==> config.mk <==
export PLATFORM = sky130hd
export DESIGN_NAME = lfsr_arbiter
export DESIGN_NICKNAME = d
export VERILOG_FILES = /design/src/rtl/lfsr_arbiter.sv
export SDC_FILE = /design/constraint.sdc
export NUM_CORES = 1
export LEC_CHECK = 0
export CAP_MARGIN = 40
export CORE_ASPECT_RATIO = 1.5
export CORE_MARGIN = 2
export CORE_UTILIZATION = 41
export CTS_BUF_LIST = sky130_fd_sc_hd__clkbuf_16
export CTS_CLUSTER_DIAMETER = 50
export DETAILED_ROUTE_END_ITERATION = 12
export PLACE_DENSITY_LB_ADDON = 0.1
export REMOVE_ABC_BUFFERS = 1
export SETUP_SLACK_MARGIN = 0.5
export SLEW_MARGIN = 20
export SYNTH_ARGS = -nofsm -noshare
export SYNTH_HDL_FRONTEND = slang
export SYNTH_SLANG_ARGS = --single-unit
export TNS_END_PERCENT = 30
==> constraint.sdc <==
create_clock -name clk -period 3 [get_ports clk]
set_input_delay 0.45 -clock clk [delete_from_list [all_inputs] [get_ports clk]]
set_output_delay 0.45 -clock clk [all_outputs]
set_load 0.02 [all_outputs]
==> src/rtl/lfsr_arbiter.sv <==
// Round-robin sharing of one external LFSR among NUM_REQ requesters.
// Sequences seed loads, one advance per grant, and recovery from the all-zero state.
module lfsr_arbiter #(
    parameter int                    LFSR_WIDTH = 13,
    parameter int                    NUM_REQ    = 4,
    parameter logic [LFSR_WIDTH-1:0] DEF_SEED   = LFSR_WIDTH'(1)
) (
    input  logic                  clk,
    input  logic                  rst_n,
    input  logic [NUM_REQ-1:0]    req,
    output logic [NUM_REQ-1:0]    gnt,
    output logic                  rnd_valid,
    output logic [LFSR_WIDTH-1:0] rnd_data,
    input  logic                  seed_wr,
    input  logic [LFSR_WIDTH-1:0] seed_in,
    output logic                  lfsr_load,
    output logic [LFSR_WIDTH-1:0] lfsr_seed,
    output logic                  lfsr_step,
    input  logic [LFSR_WIDTH-1:0] lfsr_q,
    output logic                  lockup
);
    localparam int IDX_W = (NUM_REQ > 1) ? $clog2(NUM_REQ) : 1;

    typedef enum logic [1:0] {IDLE, LOAD, STEP, CAPTURE} state_t;

    state_t                state, state_nxt;
    logic [IDX_W-1:0]      rr_ptr, winner, pick;
    logic                  seed_pend;
    logic [LFSR_WIDTH-1:0] seed_reg;

    // Descending scan so the last hit is the first set bit at or above rr_ptr.
    always_comb begin
        pick = rr_ptr;
        for (int i = NUM_REQ - 1; i >= 0; i--) begin
            if (req[(int'(rr_ptr) + i) % NUM_REQ])
                pick = IDX_W'((int'(rr_ptr) + i) % NUM_REQ);
        end
    end

    always_ff @(posedge clk or negedge rst_n) begin
        if (!rst_n) state <= IDLE;
        else        state <= state_nxt;
    end

    always_comb begin
        state_nxt = state;
        case (state)
            IDLE: begin
                if (seed_pend)     state_nxt = LOAD;
                else if (|req)     state_nxt = STEP;
            end
            LOAD:    state_nxt = IDLE;
            STEP:    state_nxt = CAPTURE;
            CAPTURE: state_nxt = IDLE;
            default: state_nxt = IDLE;
        endcase
    end

    assign lfsr_load = (state == LOAD);
    assign lfsr_step = (state == STEP);
    assign lfsr_seed = (state == LOAD) ? seed_reg : '0;

    always_ff @(posedge clk or negedge rst_n) begin
        if (!rst_n) begin
            rr_ptr    <= '0;
            winner    <= '0;
            seed_pend <= 1'b0;
            seed_reg  <= DEF_SEED;
            gnt       <= '0;
            rnd_valid <= 1'b0;
            rnd_data  <= '0;
            lockup    <= 1'b0;
        end else begin
            gnt       <= '0;
            rnd_valid <= 1'b0;
            case (state)
                IDLE: if (!seed_pend && |req) winner <= pick;
                LOAD: seed_pend <= 1'b0;
                CAPTURE: begin
                    if (lfsr_q != '0) begin
                        rnd_data  <= lfsr_q;
                        gnt       <= NUM_REQ'(1) << winner;
                        rnd_valid <= 1'b1;
                        rr_ptr    <= (winner == IDX_W'(NUM_REQ - 1)) ? '0 : winner + 1'b1;
                    end else begin
                        // Held request stays pending and is re-arbitrated after the reload.
                        lockup    <= 1'b1;
                        seed_reg  <= DEF_SEED;
                        seed_pend <= 1'b1;
                    end
                end
                default: ;
            endcase
            // A fresh seed write overrides both the LOAD clear and the lockup reseed.
            if (seed_wr) begin
                seed_pend <= 1'b1;
                seed_reg  <= (seed_in == '0) ? DEF_SEED : seed_in;
            end
        end
    end
endmodule

==> metrics.cfg, run 1 <==
[setup_path]
r2r_cells = 4
cp-end-kind = output port
worst_r2r_endpoint = rr_ptr[1]$_DFFE_PN0P_
r2r_startpoint = state[0]$_DFFE_PN0P_
critical_path.top_delay_family = buffers and inverters
crit_type = reg -> out
crit_path_top_delay_cell = sky130_fd_sc_hd__clkdlybuf4s50_1
worst-path-buf-inv = 2
cp-start-kind = flop
worstPathCellList = nor2b_1 > buf_4 > and2_1 > clkdlybuf4s50_1
slowest_delay_ns = 0.61
worstPathMaxFanout = 15
critical_path_required_ns = 2.55
data_arrival_time_at_the_worst_slack_endpoint_ns = 1.81
worst-r2r-setup-slack_ns = 1.28

[sta]
relSlewSlack_pct = 58.4
final.setup_skew_ns = 0.00186
rsz0062_at_grt = false
final_cycle_utilization_of_the_critical_path_pct = 75.3
tightest_slew_ns = 0.616
finalSetupTns_ns = 0
report.final.hold_viol_count = 0
fmaxAchievable_mhz = 443
setup_violations = 0
final-max-slew-violation-count = 0
minimum_clock_period_after_layout_ns = 2.26

[grt]
grt_use_met2_pct = 33.7
grt-busiest-layer = met2
grt_start_max_net_pins = 40
first_pass_grt_wire_length_um = 6930
global_route.usage.met3_pct = 5.76
antenna_found_initial = 0
grt_overflow = 0
grt_pass1_vias = 1453
use_met1_pct = 20.9
global_route.usage.total_pct = 19.1

[placement]
port-buffer-count = 66
gp_routability_congestion = 0.838
dp.final_hpwl_um = 3160
place.detailed.instances = 247
placed_instance_area_mm2 = 0.00239

[cts]
cts_made_buffers = 5
cts-htree-levels = 2
clock-root-buffer = sky130_fd_sc_hd__clkbuf_16
cts_repair_resize_count = 0
cts_buffer_depth = 2
cts-hold-fix-buffers = 0
clock-sinks = 39
clock_insertion_delay_worst_skew_ns = 0.28
clk_transition_reported_paths_ns = 0.05
tritoncts = yes
post-cts-setup-buffer-count = 0

[detailed_routing]
drc = 0
total_length_of_routed_wires_um = 4250
ant_nets = 0
routed_via_density = 5.33
first_pass_iters = 4
drt_first_iter_violations = 37
routed-via-count = 1358
wire_per_inst_um = 16.7

[pwr]
design_power_total_w = 0.00222
powerDensity_mw_per_mm2 = 874
vdd_ir_drop_max_v = 0.000764
cellLeakagePower_nw = 1.13

[synthesis]
synth_top_family_by_area = compound AO/OA/AOI/OAI gates
number_of_enable_type_register_cells_in_the_synthesized_netlist = 0
synth-adder-area-share_pct = 2.95
synth_area_leader_cell = sky130_fd_sc_hd__dfrtp_1
ys_dominant_reg_cell = sky130_fd_sc_hd__dfrtp_1
post-synth-top-area-fraction_pct = 56.0
synth_mux_area_share_pct = 5.31
synth.cell_area_mm2 = 0.00170
ys_top_cells_by_count = sky130_fd_sc_hd__dfrtp_1 (38), sky130_fd_sc_hd__a22o_1 (19), sky130_fd_sc_hd__and2_1 (14)
async_flop_share_pct = 100
seq_area_frac_synth_pct = 57.6
synth_cell_type_count = 30
flop_and_latch_count_out_of_synthesis = 39
synth_xor_area_share_pct = 0
compound_cell_area_share_of_the_yosys_netlist_pct = 15.5
ys_top_cells_by_area = sky130_fd_sc_hd__dfrtp_1 (56%), sky130_fd_sc_hd__a22o_1 (9.8%), sky130_fd_sc_hd__mux2_2 (5.3%)
synth_most_common_cell = sky130_fd_sc_hd__dfrtp_1
cell_count_after_synthesis = 140
synth_simple_gate_area_share_pct = 15.1
ys_warn_count = 0
postSynthAreaPerCell_um2 = 12.1

[layout]
num_antenna_cells = 0
post_route_cells_drive_above_1_share_pct = 10.5
finish.instance_area_mm2 = 0.00254
relative_area_change_from_synthesis_to_final_layout_pct = 49.7
nets = 247
fin_cells = 255

[floorplanning]
floorplan.die.width_um = 56.5
std_cell_rows = 28
floorplan.die.height_um = 82.8
core_region_area_mm2 = 0.00396
area_enclosed_by_the_die_boundary_mm2 = 0.00468
initial_core_util_pct = 42.9
io_pins = 67

[run_status]
run_status = finished, final reports clean

[min_path]
holdCritPathClass = in -> async

[flow_run]
drv_cap = 0

[cell usage in the layout (no fill, tap or decap)]
master,Yosys,routed
sky130_fd_sc_hd__clkdlybuf4s50_1,0,65
sky130_fd_sc_hd__nand4_2,1,1
sky130_fd_sc_hd__nor2b_1,3,3
sky130_fd_sc_hd__clkinv_2,0,1
sky130_fd_sc_hd__dfrtp_1,38,38
sky130_fd_sc_hd__nand2b_1,2,2
sky130_fd_sc_hd__buf_2,0,1
sky130_fd_sc_hd__nand2_1,3,3
sky130_fd_sc_hd__a2bb2oi_1,1,1
sky130_fd_sc_hd__a22o_1,19,19
sky130_fd_sc_hd__mux2_2,8,8
sky130_fd_sc_hd__nand2_2,1,1
sky130_fd_sc_hd__o21ai_0,4,4
sky130_fd_sc_hd__clkinv_1,0,1
sky130_fd_sc_hd__inv_1,8,8
sky130_fd_sc_hd__clkbuf_16,0,5
sky130_fd_sc_hd__and2_1,14,14
sky130_fd_sc_hd__buf_4,1,1
sky130_fd_sc_hd__nor2_1,5,5
sky130_fd_sc_hd__dfstp_2,1,1
sky130_fd_sc_hd__a21oi_1,3,3
sky130_fd_sc_hd__o41ai_1,1,1
sky130_fd_sc_hd__nor4_1,3,3
sky130_fd_sc_hd__o21a_1,1,1
sky130_fd_sc_hd__nor4_2,2,2
sky130_fd_sc_hd__o21bai_1,1,1
sky130_fd_sc_hd__o211ai_1,1,1
sky130_fd_sc_hd__and3_1,4,4
sky130_fd_sc_hd__a311oi_1,1,1
sky130_fd_sc_hd__buf_12,0,1
sky130_fd_sc_hd__a211oi_1,1,1
sky130_fd_sc_hd__ha_1,4,4
sky130_fd_sc_hd__o22ai_1,1,1
sky130_fd_sc_hd__nor3_1,4,4
[worst max-delay path by stage]
stage | from | to | slack (ns) | depth (start not counted)
final | state[0]$_DFFE_PN0P_ | lfsr_seed[0] | 0.74 | 4
after global routing | state[0]$_DFFE_PN0P_ | lfsr_seed[2] | 0.63 | 4
after CTS | state[0]$_DFFE_PN0P_ | lfsr_seed[0] | 0.73 | 4
after detailed placement | lfsr_q[1] | rr_ptr[1]$_DFFE_PN0P_ | 0.64 | 6
after global placement | lfsr_q[1] | rr_ptr[1]$_DFFE_PN0P_ | 0.73 | 6
after floorplan | state[0]$_DFFE_PN0P_ | lfsr_seed[0] | 1.20 | 2
[where the power goes]
part	internal (W)	total [W]	leakage, nW	switching (W)
Combinational	0.000482	0.000939	0.586	0.000457
Clock	0.000298	0.000488	0.0671	0.000189
Sequential	0.000681	0.000793	0.481	0.000112
Total	0.00146	0.00222	1.13	0.000758
[metal layers]
layer  share of wire (%)  wire (um)
met5                   0          0
met4                 1.7         72
met3                 5.7        242
met2                  55       2330
met1                  38       1610
[logic make-up after synthesis]
family	Yosys count
multiplexers	8
AND/OR/NAND/NOR	42
adder cells (fa/ha/maj)	4
AO/OA/AOI/OAI	34
buffers and inverters	13
flip-flops	39
[worst reg2reg max path, stage by stage (launching register included)]
cell and delay (ns):
sky130_fd_sc_hd__dfrtp_1 0.42, sky130_fd_sc_hd__and2_1 0.38, sky130_fd_sc_hd__nand2_2 0.29, sky130_fd_sc_hd__inv_1 0.17, sky130_fd_sc_hd__mux2_2 0.35
[stage by stage]
| step | worst slack (ns) | hold WS, ns | util (%) |
|---|---|---|---|
| 5_1_grt | 0.632 | 0.0433 | 64.2 |
| 3_3_place_gp | 0.726 | 0.445 | 60.3 |
| 2_1_floorplan | 1.20 | 0.154 | - |
| 4_1_cts | 0.728 | 0.313 | 63.7 |
| 6_report | 0.740 | 0.0385 | 64.2 |
| 3_5_place_dp | 0.638 | 0.457 | 60.3 |
[final cells by class]
cell class / instances / area (um^2)
multi-input cells: 88 / 661
repair buffers: 68 / 683
inverters: 8 / 30.0
flip-flops and latches: 39 / 977
well taps: 45 / 56.3
clock buffers: 5 / 125
fillers: 320 / 1420
clock inverters: 2 / 8.76
No activity file was read; power rests on OpenSTA's default activity.
==> run 2, diff against run 1 <==
Settings changed: CORE_UTILIZATION 41 to 39.
Clock period 3 ns to 2.01 ns, I/O delays scaled along.
==> metrics.cfg, run 2 (same netlist as run 1, synthesis figures left out) <==
[run_status]
run_status = finished, final reports clean

[grt]
grt_overflow = 0
global_route.usage.total_pct = 20.7
antenna_found_initial = 0
first_pass_grt_wire_length_um = 7820
grt_start_max_net_pins = 40
grt_pass1_vias = 1644

[sta]
relSlewSlack_pct = 74.7
finalSetupTns_ns = 0
minimum_clock_period_after_layout_ns = 1.54
fmaxAchievable_mhz = 647
report.final.hold_viol_count = 0
final.setup_skew_ns = 0.00295
final-max-slew-violation-count = 0
worst_hold_slack_ns = 0.436
tightest_slew_ns = 0.376
setup_violations = 0
setup_slack_ns = 0.465
rsz0062_at_grt = true
final_cycle_utilization_of_the_critical_path_pct = 76.8

[placement]
dp.final_hpwl_um = 3210
post-place-ws_ns = -0.0384
gp_routability_congestion = 0.824
port-buffer-count = 66
place.detailed.instances = 255

[layout]
multi_input_combinational_cell_area_um2 = 773
layout.cells.most_common = sky130_fd_sc_hd__dfrtp_1
layout_common_cells = sky130_fd_sc_hd__dfrtp_1 (38), sky130_fd_sc_hd__clkdlybuf4s50_1 (34), sky130_fd_sc_hd__a22o_1 (19), sky130_fd_sc_hd__buf_6 (17), sky130_fd_sc_hd__and2_4 (14)
nets = 264
num_antenna_cells = 0
filler_cell_count = 342
fin_util_pct = 66.2
fin_cells = 273
relative_area_change_from_synthesis_to_final_layout_pct = 64.1
post_route_cells_drive_above_1_share_pct = 30.8
final-seq-area_um2 = 977

[setup_path]
critical_path.top_delay_family = flip-flops
critical_path_required_ns = 1.71
cp-end-kind = output port
crit_type = reg -> out
data_arrival_time_at_the_worst_slack_endpoint_ns = 1.24
worst_path_most_repeated_cell = sky130_fd_sc_hd__buf_6
crit_path_top_delay_cell = sky130_fd_sc_hd__dfrtp_1
slowest_delay_ns = 0.40
cp-start-kind = flop
worst-path-buf-inv = 2
worstPathCellList = nor2b_4 > buf_6 > and2_4 > buf_6
worstPathMaxFanout = 8

[cts]
clock_insertion_delay_worst_skew_ns = 0.27
cts_buffer_depth = 2
cts-htree-levels = 2
cts_made_buffers = 5
clk_transition_reported_paths_ns = 0.05
clock-sinks = 39
tritoncts = yes
clock-root-buffer = sky130_fd_sc_hd__clkbuf_16

[detailed_routing]
drc = 0
routed-via-count = 1486
total_length_of_routed_wires_um = 4690
ant_nets = 0
first_pass_iters = 4
drt_first_iter_violations = 29
routed_via_density = 5.44
wire_per_inst_um = 17.2

[pwr]
powerDensity_mw_per_mm2 = 1270
cellLeakagePower_nw = 1.36
vdd_ir_drop_max_v = 0.000914

[floorplanning]
initial_core_util_pct = 40.3
floorplan.die.width_um = 57.9
std_cell_rows = 29
floorplan.die.height_um = 84.8
io_pins = 67
core_region_area_mm2 = 0.00421
area_enclosed_by_the_die_boundary_mm2 = 0.00491

[flow_run]
drv_cap = 0

[min_path]
holdCritPathClass = in -> async

==> run 2: cell types whose count changed in the layout (fill, tap and decap cells not counted), moves of 4 or more <==
cell	previous run	this run
sky130_fd_sc_hd__and2_1	14	0
sky130_fd_sc_hd__and2_4	0	14
sky130_fd_sc_hd__buf_4	1	11
sky130_fd_sc_hd__buf_6	0	17
sky130_fd_sc_hd__clkdlybuf4s50_1	65	34
sky130_fd_sc_hd__dlygate4sd2_1	0	12
sky130_fd_sc_hd__dlymetal6s2s_1	0	4
==> run 2: what timing repair did <==
item,4_1_cts,5_1_grt
buffers inserted,6,0
endpoints found under the hold margin,0,11
cloned,3,0
pin swaps,17,1
gates resized for setup,129,6
hold buffers,0,1
setup endpoints to repair,60,47
==> run 2: area by class of cell <==
| class | instances | area share (%) |
|---|---|---|
| clock inverter | 2 | 0.314 |
| multi-input combinational | 90 | 27.8 |
| inverter | 8 | 1.08 |
| tap | 46 | 2.07 |
| clock buffer | 5 | 4.49 |
| sequential | 39 | 35.1 |
| timing repair buffer | 83 | 29.2 |
==> run 2: power by group <==
| group | switching [W] | internal, W |
|---|---|---|
| logic | 0.000772 | 0.000863 |
| clock network | 0.000286 | 0.000445 |
| registers | 0.000154 | 0.00102 |
==> run 2: per-layer routing <==
metal  wire length, um  track usage [%]  vias up
li1                  -                -      676
met3               262             4.57        9
met2              2650             38.5       58
met4                97             8.25        0
met1              1680             21.7      743
met5                 0                0        -
==> run 2: worst paths after layout <==
| path | start | endpoint | slack [ns] | depth (start not counted) |
|---|---|---|---|---|
| setup / recovery | state[1]$_DFFE_PN0P_ | lfsr_seed[8] | 0.47 | 4 |
| hold / removal | rst_n | rnd_data[3]$_DFFE_PN0P_ | 0.44 | 2 |
| setup reg to reg | state[1]$_DFFE_PN0P_ | rr_ptr[1]$_DFFE_PN0P_ | 0.61 | 5 |
| hold reg to reg | seed_reg[0]$_DFFE_PN1P_ | seed_reg[0]$_DFFE_PN1P_ | 0.46 | 2 |
| max in group asynchronous | rst_n | seed_reg[0]$_DFFE_PN1P_ | 1.07 | 3 |
| min in group clk | lfsr_q[9] | rnd_data[9]$_DFFE_PN0P_ | 0.44 | 2 |
==> run 2: stage by stage <==
step	cell area [um^2]	power (W)
final	2790	0.00354
after floorplan	1670	0.00188
after global routing	2790	0.00374
after detailed placement	2440	0.00262
after global placement	2440	0.00258
after CTS	2740	0.00355
==> variant: new RTL, flow settings as in run 2 <==
Change the parameter `NUM_REQ` from 4 to 8.
--- a/src/rtl/lfsr_arbiter.sv
+++ b/src/rtl/lfsr_arbiter.sv
@@ -3,5 +3,5 @@
 module lfsr_arbiter #(
     parameter int                    LFSR_WIDTH = 13,
-    parameter int                    NUM_REQ    = 4,
+    parameter int                    NUM_REQ    = 8,
     parameter logic [LFSR_WIDTH-1:0] DEF_SEED   = LFSR_WIDTH'(1)
 ) (
Ports: changed (resized gnt and req); port bits go from 67 to 75. The function was not compared with the original's and may differ.
==> variant against run 2 <==
- the flow now finishes with violations (negative setup slack)
- global-route usage increased by 0.31 points
- final cell count increased by 75%
- power increased by 100%
- setup slack got worse by 0.71 ns
- area after synthesis increased by 57%
- wire length increased by 66%
- final area increased by 64%
- clock skew increased by 0.0020 ns
- sequential cell count increased by 6
- utilization increased by 3.3 points
- die area increased by 54%
==> variant: results (changes against run 2) <==
stage;metric;value;unit;change
run_status;status;finished, violations left;;was finished, final reports clean
run_status;failing checks;negative setup slack;;
worst_setup_path;CP Class;reg2reg;;was reg2out
place;Setup WS pre-CTS;-0.4755;ns;was -0.03842 ns
logic_synthesis;most area-consuming cells after synthesis;dfrtp_1 (41%), mux4_2 (10%), nand2_1 (5.6%), a22o_1 (4.3%), ha_1 (3.7%);;was dfrtp_1 (56%), a22o_1 (9.8%), mux2_2 (5.3%), and2_1 (5.2%), ha_1 (2.9%)
sta;fin worst setup slack;-0.2409;ns;was 0.4654 ns
logic_synthesis;synth cell count leaders;dfrtp_1 (44), nand2_1 (40), nor2_1 (16);;was dfrtp_1 (38), a22o_1 (19), and2_1 (14)
clock_network;Post-CTS Resized;182;;was 129
worst_setup_path;critical-path maximum fanout;5;;was 8
final_layout;Non-clk invs;12;;was 8
final_layout;comb_multi_in;188;;was 90
worst_setup_path;reg2reg setup slack;-0.24;ns;was 0.61 ns
place;dpl cell area;0.003877;mm2;was 0.002441 mm2
sta;post-route setup TNS;-0.6291;ns;was 0 ns
final_layout;area occupied by registers;0.001127;mm2;was 977.2 um2
worst_setup_path;CP top delay family;multiplexers;;was flip-flops
final_layout;buffering overhead;30.67;%;was 29.23%
final_layout;layout cells sized above 1;44.78;%;was 30.84%
worst_setup_path;crit-path most repeated cell;mux4_2;;was buf_6
sta;# setup viols final;3;;was 0
logic_synthesis;FF+latch count, synth;45;;was 39
power;Internal;4360;uW;was 2325 uW
global_routing;wire length of the first global-routing pass;12590;um;was 7824 um
worst_setup_path;crit path max-delay cell type;mux4_2;;was dfrtp_1
clock_network;# Post-CTS Setup Buffers;10;;was 6
route;WL/cell;16.29;um;was 17.16 um
final_layout;multi-input combinational area share;37.92;%;was 27.75%
place;DP HPWL;5616;um;was 3207 um
global_routing;vias in the first global route;2572;;was 1644
sta;Worst Tran Pin Value;0.5558;ns;was 0.3756 ns
## variant: changes by cell type after synthesis, sizes merged, moves of 4 or more
cell	delta
inv	+4
mux4	+13
a22o	-6
nand2	+37
a31oi	+6
nor2	+11
a21oi	+4
ha	+4
clkbuf	+5
mux2i	+7
dfrtp	+6
## variant: cells by family (layout without fill, tap and decap cells)
| kind of cell | count (synthesis) | count (layout) | synth area share (%) |
|---|---|---|---|
| AO/OA/AOI/OAI | 51 | 51 | 13.96 |
| XOR/XNOR | 3 | 3 | 0.9842 |
| adder cells (fa/ha/maj) | 8 | 8 | 3.749 |
| buffers and inverters | 25 | 169 | 4.639 |
| flip-flops | 45 | 45 | 42.22 |
| multiplexers | 27 | 27 | 16.82 |
| AND/OR/NAND/NOR | 98 | 99 | 17.62 |
## variant: metal layers
layer	vias up	share of wire, %	track usage, %
met1	1247	37	23.53
met4	0	4.3	10.78
li1	1235	-	-
met3	20	4.1	2.772
met5	-	0	0
met2	76	55	37.76
